`src/rtl/ifu_fetch.sv`:
```
// Instruction fetch: one imem read at a time, result held for the decoder; latency handshake->inst_valid = resp cycle + 1.
// Backpressure: HOLD keeps inst/inst_pc stable and issues no new request until inst_ready; redirect overrides everything.
module ifu_fetch #(
  parameter logic [63:0] RESET_PC = 64'h0000_0000_8000_0000
) (
  input  logic        clk,
  input  logic        rst_n,
  output logic        imem_req_valid,
  input  logic        imem_req_ready,
  output logic [63:0] imem_req_addr,
  input  logic        imem_resp_valid,
  input  logic [31:0] imem_resp_data,
  output logic        inst_valid,
  input  logic        inst_ready,
  output logic [31:0] inst,
  output logic [63:0] inst_pc,
  input  logic        redirect_valid,
  input  logic [63:0] redirect_pc
);

  typedef enum logic [1:0] {IDLE, REQ, WAIT, HOLD} state_t;

  state_t      state, state_nxt;
  logic [63:0] pc, pc_nxt;
  logic        drop, drop_nxt;
  logic [31:0] ibuf;
  logic [63:0] ibuf_pc;
  logic        ibuf_ld;
  logic [63:0] redir_tgt;

  assign redir_tgt = redirect_pc & ~64'd3;

  always_ff @(posedge clk or negedge rst_n) begin
    if (!rst_n) begin
      state   <= IDLE;
      pc      <= RESET_PC;
      drop    <= 1'b0;
      ibuf    <= '0;
      ibuf_pc <= '0;
    end else begin
      state <= state_nxt;
      pc    <= pc_nxt;
      drop  <= drop_nxt;
      if (ibuf_ld) begin
        ibuf    <= imem_resp_data;
        ibuf_pc <= pc;
      end
    end
  end

  always_comb begin
    state_nxt = state;
    pc_nxt    = pc;
    drop_nxt  = drop;
    ibuf_ld   = 1'b0;
    case (state)
      IDLE: state_nxt = REQ;
      REQ: begin
        if (redirect_valid) begin
          pc_nxt = redir_tgt;
          // The old address was accepted this cycle, so its response must be swallowed.
          if (imem_req_ready) begin
            state_nxt = WAIT;
            drop_nxt  = 1'b1;
          end
        end else if (imem_req_ready) begin
          state_nxt = WAIT;
        end
      end
      WAIT: begin
        if (redirect_valid) begin
          pc_nxt = redir_tgt;
          if (imem_resp_valid) begin
            state_nxt = REQ;
            drop_nxt  = 1'b0;
          end else begin
            drop_nxt = 1'b1;
          end
        end else if (imem_resp_valid) begin
          if (drop) begin
            drop_nxt  = 1'b0;
            state_nxt = REQ;
          end else begin
            ibuf_ld   = 1'b1;
            state_nxt = HOLD;
          end
        end
      end
      HOLD: begin
        if (redirect_valid) begin
          pc_nxt    = redir_tgt;
          state_nxt = REQ;
        end else if (inst_ready) begin
          pc_nxt    = pc + 64'd4;
          state_nxt = REQ;
        end
      end
      default: state_nxt = IDLE;
    endcase
  end

  // Address is gated so nothing but a live request ever shows a nonzero value.
  assign imem_req_valid = (state == REQ);
  assign imem_req_addr  = imem_req_valid ? pc : 64'd0;
  assign inst_valid     = (state == HOLD);
  assign inst           = ibuf;
  assign inst_pc        = ibuf_pc;

endmodule
```
`config.mk`:
```
export PLATFORM = sky130hd
export DESIGN_NAME = ifu_fetch
export DESIGN_NICKNAME = d
export VERILOG_FILES = /design/src/rtl/ifu_fetch.sv
export SDC_FILE = /design/constraint.sdc
export NUM_CORES = 1
export LEC_CHECK = 0
export BUFFER_PORTS_ARGS = -buffer_cell sky130_fd_sc_hd__clkbuf_2
export CORE_UTILIZATION = 48
export DETAILED_ROUTE_END_ITERATION = 12
export GPL_TIMING_DRIVEN = 1
export PLACE_DENSITY = 0.74
export REMOVE_ABC_BUFFERS = 1
export SLEW_MARGIN = 15
export SYNTH_ARGS = -nofsm -noshare
export SYNTH_HDL_FRONTEND = slang
export SYNTH_SLANG_ARGS = --single-unit
```
`constraint.sdc`:
```
create_clock -name clk -period 4.8 [get_ports clk]
set_input_delay 0.24 -clock clk [delete_from_list [all_inputs] [get_ports clk]]
set_output_delay 0.24 -clock clk [all_outputs]
set_load 0.005 [all_outputs]
```
* Word level (Yosys, flattened, before mapping)
Cells that the tools add are included.
Operators by class: reduce and logical (&&, ||, !) cells 7, multipliers 0, div/mod/pow operators 0, equality and inequality tests 9, bitwise gates (word level) 0, add/subtract/negate cells 1, muxes and demuxes 23, shift-type cells 0, order comparisons 0
Operator list (number):
- $mux 64 | 4
- $pmux 64 s2 | 1
- $add 64x3->64 const B | 1
- $mux 2 | 7
- $mux 1 | 9
- $pmux 2 s4 | 1
- $ne 2x1->1 const B | 3
- $reduce_and 3->1 | 2
- $eq 2x2->1 const B | 2
- $reduce_and 4->1 | 1
- $reduce_bool 2->1 | 2
- $ne 3x1->1 const B | 1
- $ne 3x3->1 const B | 1
- $eq 2x1->1 const B | 1
- $logic_not 2->1 | 1
- $ne 2x2->1 const B | 1
- $pmux 1 s2 | 1
- $reduce_or 2->1 | 1
Storage, ports and cells: bits of input ports 102, bits in writable memories 0, register bits 163, bits in latches 0, output and inout bits 162, ROM bits 0, word-level logic and storage cells 45, memories kept 0

* Longest topological paths before layout
word-level depth 4, depth in mapped cells 9, mapped depth without buffers 7

* Least setup slack after synthesis
OpenSTA, ideal clock, no wires.
path type register to register, from reg state[0], to reg ibuf[0] (netlist: inst[0]), library setup time 125 ps, stages on the path, launching flop included 8, required time 4675 ps, arrival time 2026 ps, clock period less this slack 2150 ps, path buffers 2, setup slack 2650 ps, cells stage by stage dfrtp_1 inv_1 ha_1 inv_1 nor4b_1 clkbuf_1 buf_2 mux2_2
Between the ends: word-level cells in the longest chain between the ends 2
Ends and longest elaborated chain:
- start: declaration | line 23 | state_t state, state_nxt;
- start signal: assignment | line 41 | state <= state_nxt;
- $eq 2x2->1 | line 56 | case (state)
- $mux 1 | line 56
- end signal: assignment | line 45 | ibuf <= imem_resp_data;
- end: declaration | line 26 | logic [31:0] ibuf;
No other way between the ends. A chain may end at the register's enable or synchronous reset.

* Final worst setup path
from reg state[0], to reg pc[22]
Between the ends: word-level cells in the longest chain between the ends 4, elaborated cells between the ends (all ways) 9, those cells by class eq/ne (5); mux (1); reduce/logical (3)
Ends and longest elaborated chain:
- $eq 2x1->1 / $eq 2x2->1 (equally long branches) | line 56
- $reduce_or 2->1 (no line)
- $ne 2x1->1 (no line) / $reduce_bool 2->1 (equally long branches)
- $reduce_and 3->1 (no line)
- end signal: assignment | line 42 | pc <= pc_nxt;
- end: declaration | line 24 | logic [63:0] pc, pc_nxt;
Several ways; a longest one is shown, not always the timed one.

==> results by group <==
Status
  – Status: finished, final reports clean

Clock network
  – Clock H-tree levels: 4
  – Max Buffers Root-to-Sink: 2
  – CTS tree: yes
  – Clk slew on worst S/H paths: 70 ps
  – Hold-fix buffers, CTS: 1
  – Root Buffer: clkbuf_16
  – CTS sink count: 159
  – Post-CTS Resized: 0
  – Post-CTS Setup Inserts: 0
  – Num CTS Buffers: 17
  – Worst-skew pair later-pin latency: 430 ps

Die
  – Die X: 137.0 µm
  – Initial Util: 49.87%
  – IO Pins: 264
  – Core Area: 0.01754 mm²
  – Die H: 137.0 µm
  – Die footprint: 0.01876 mm²
  – Site Rows: 48

Setup path
  – Crit path DAT: 3220 ps
  – Reg2Reg Depth: 8
  – Worst Path Max Fanout: 41
  – CP Data Required Time: 5160 ps
  – Crit path depth: 8
  – R2R Path End: pc[22]
  – Startpoint type of the worst setup path: flop
  – Max incr delay on CP: 650 ps
  – Critical path's slowest cell: a21o_2
  – CP Capture Type: flop
  – Kind of cell adding the most delay to the critical path: compound AO/OA/AOI/OAI gates
  – Reg-to-Reg Start: state[0]
  – Worst-path cell chain: inv_1 > ha_1 > a21oi_1 > a21o_2 > buf_4 > nor3_1 > a211o_1 > nor2_1
  – Register-to-register path setup slack: 1940 ps
  – Crit path buffers/inverters: 2
  – Crit Path Class: flop to flop

Placement
  – Place WS: 2021 ps
  – RD Place Congestion: 0.8598
  – Port bufs: 257
  – Placed wire-length estimate: 17.37 mm

STA
  – Worst Max-Slew Pin Slew: 1001 ps
  – Setup violations, final: 0
  – Fin. max-slew vios: 0
  – Final WS setup: 1939 ps
  – RSZ-0062 raised after global routing: false
  – Final min period: 2861 ps
  – F_max: 0.3496 GHz
  – Final clock skew: 7.029 ps
  – Final hold vios: 0
  – Tcrit/Tclk final: 59.60%
  – Slew headroom: 32.74%

Synth
  – Largest cells by area after synthesis: dfrtp_1 (45%), mux2_2 (12%), and2_1 (4.6%)
  – Post-synth top area share: 45.21%
  – Syn_area_per_cell: 9.860 µm²
  – Post-synthesis cell type count: 64
  – Synth area leader: dfrtp_1
  – Synth Flop Type: dfrtp_1
  – Post-synthesis cell area: 0.008746 mm²
  – FFs w/ async S/R, synth: 100.0%
  – Post-synth EDFFs: 0
  – Register area share after synthesis: 45.51%
  – Total of warnings raised by yosys: 0
  – Syn Inst Count: 887
  – #FFs+latches synth: 159

Global routing
  – Antenna violations before repair: 2
  – Tot GR Track Use: 27.10%
  – Vias in the first global route: 7,303
  – First-pass GRT wire length: 38.94 mm
  – Largest net degree at the start of global routing: 72
  – Remaining Overflow, GRT: 0

Pwr
  – Sw Pwr: 2.774 mW
  – Sw Ratio: 40.48%
  – Power share of the combinational group: 40.6%
  – Power density over the cells: 638.2 mW/mm²
  – Internal Power: 4.078 mW
  – Clk network pwr share: 20.1%
  – Sequential power share: 39.3%
  – Design Power: 6.852 mW
  – Peak supply drop: 0.0003655 V
  – Leak Pwr: 5.069 nW

Route
  – DRC: 0
  – Routed length per placed instance: 18.51 µm
  – Vias: 7,912
  – Antenna viol nets, final: 0
  – DR pass1 iterations: 6
  – Wirelength, routed: 24.92 mm
  – DR iter-0 viols: 471
  – Via density: 5.878

Final layout
  – Commonest non-fill, non-tap cells in the layout: clkbuf_2 (256), dfrtp_1 (158), mux2_2 (96)
  – Area grow syn2layout: 22.75%
  – Final Net Count: 1,213
  – Fill count: 1,557
  – Commonest non-fill, non-tap cell in the layout: clkbuf_2
  – Fraction of layout cells with a size suffix above 1: 38.48%
  – Layout Utilization: 61.22%

Run
  – Number of max-cap violations: 0

Min path
  – Hold Path Class: input port to flop
  – Hold path endpoint: pc[56]
  – Hold path depth: 3
  – Hold_sp: redirect_pc[56]
==> worst register-to-register path, stage by stage (launching register included) <==
cell and delay (ps):
dfrtp_1 440, inv_1 70, ha_1 400, a21oi_1 350
a21o_2 650, buf_4 460, nor3_1 90, a211o_1 250
nor2_1 80
==> synthesized netlist by cell type, types with 11 or more instances <==
master,n
dfrtp_1,158
mux2_2,96
nand2_1,76
and2_1,65
nor2_1,54
a21oi_1,44
nand3_1,44
clkbuf_1,38
nand4_1,34
o21ai_0,33
nor3_1,27
buf_2,21
and3_1,17
o22ai_1,14
inv_1,13
a2bb2oi_1,12
or3_1,11
==> sequential cells by signal, indices dropped and copies added, names as in the netlist <==
signal   count
pc          62
inst_pc     62
drop         1
inst        32
state        2
==> routing by layer <==
metal	GRT usage [%]	routed length (µm)	vias to the layer above	part of all wire, %
li1	-	-	3699	-
met3	6.815	2045	43	8.2
met5	0	0	-	0
met2	42.03	11630	332	47
met4	9.829	544	0	2.2
met1	36.55	10690	3838	43
==> metrics by stage <==
stage               cells  setup TNS, ps  hold WS [ps]  cell area [µm²]
floorplan             820        -635760        -55.59             8448
global placement     1312              0         308.0            10130
detailed placement   1312              0         302.1            10130
CTS                  1345              0         6.768            10720
global route         1346              0         30.96            10740
finish               1346              0         26.13            10740
==> area by class of cell <==
class | instances | area, µm² | area share, %
Clock inverter | 15 | 160.2 | 1.492
Antenna cell | 1 | 2.502 | 0.02331
Tap cell | 225 | 281.5 | 2.622
Inverter | 13 | 48.80 | 0.4545
Timing Repair Buffer | 268 | 1378 | 12.83
Sequential cell | 159 | 3980 | 37.07
Multi-Input combinational cell | 648 | 4459 | 41.54
Clock buffer | 17 | 425.4 | 3.963
==> worst max path at each step <==
stage                     startpoint  endpoint  slack [ps]
final                       state[0]    pc[22]        1940
after global routing        state[0]    pc[22]        1740
after CTS                   state[0]    pc[22]        2000
after detailed placement    state[0]    pc[22]        2020
after global placement      state[0]    pc[22]        2080
after floorplan             state[0]   inst[0]       -6750
==> power groups by stage <==
stage / clock network (mW) / registers (mW) / logic, mW
after floorplan: 0 / 2.52 / 1.67
after global placement: 0 / 2.68 / 2.72
after detailed placement: 0 / 2.70 / 2.78
after CTS: 1.40 / 2.69 / 2.80
after global routing: 1.44 / 2.80 / 3.10
final: 1.38 / 2.70 / 2.78
==> logic make-up (layout without fill, tap and decap cells) <==
family / Yosys count / after routing / synth area share (%)
multiplexers: 96 / 96 / 12.36
AND/OR/NAND/NOR: 380 / 380 / 25.02
AO/OA/AOI/OAI: 164 / 164 / 12.40
buffers and inverters: 83 / 313 / 4.092
adder cells (fa/ha/maj): 4 / 4 / 0.5723
other: 1 / 5 / 0.04288
flip-flops: 159 / 159 / 45.51
No activity file was read; power rests on OpenSTA's default activity.
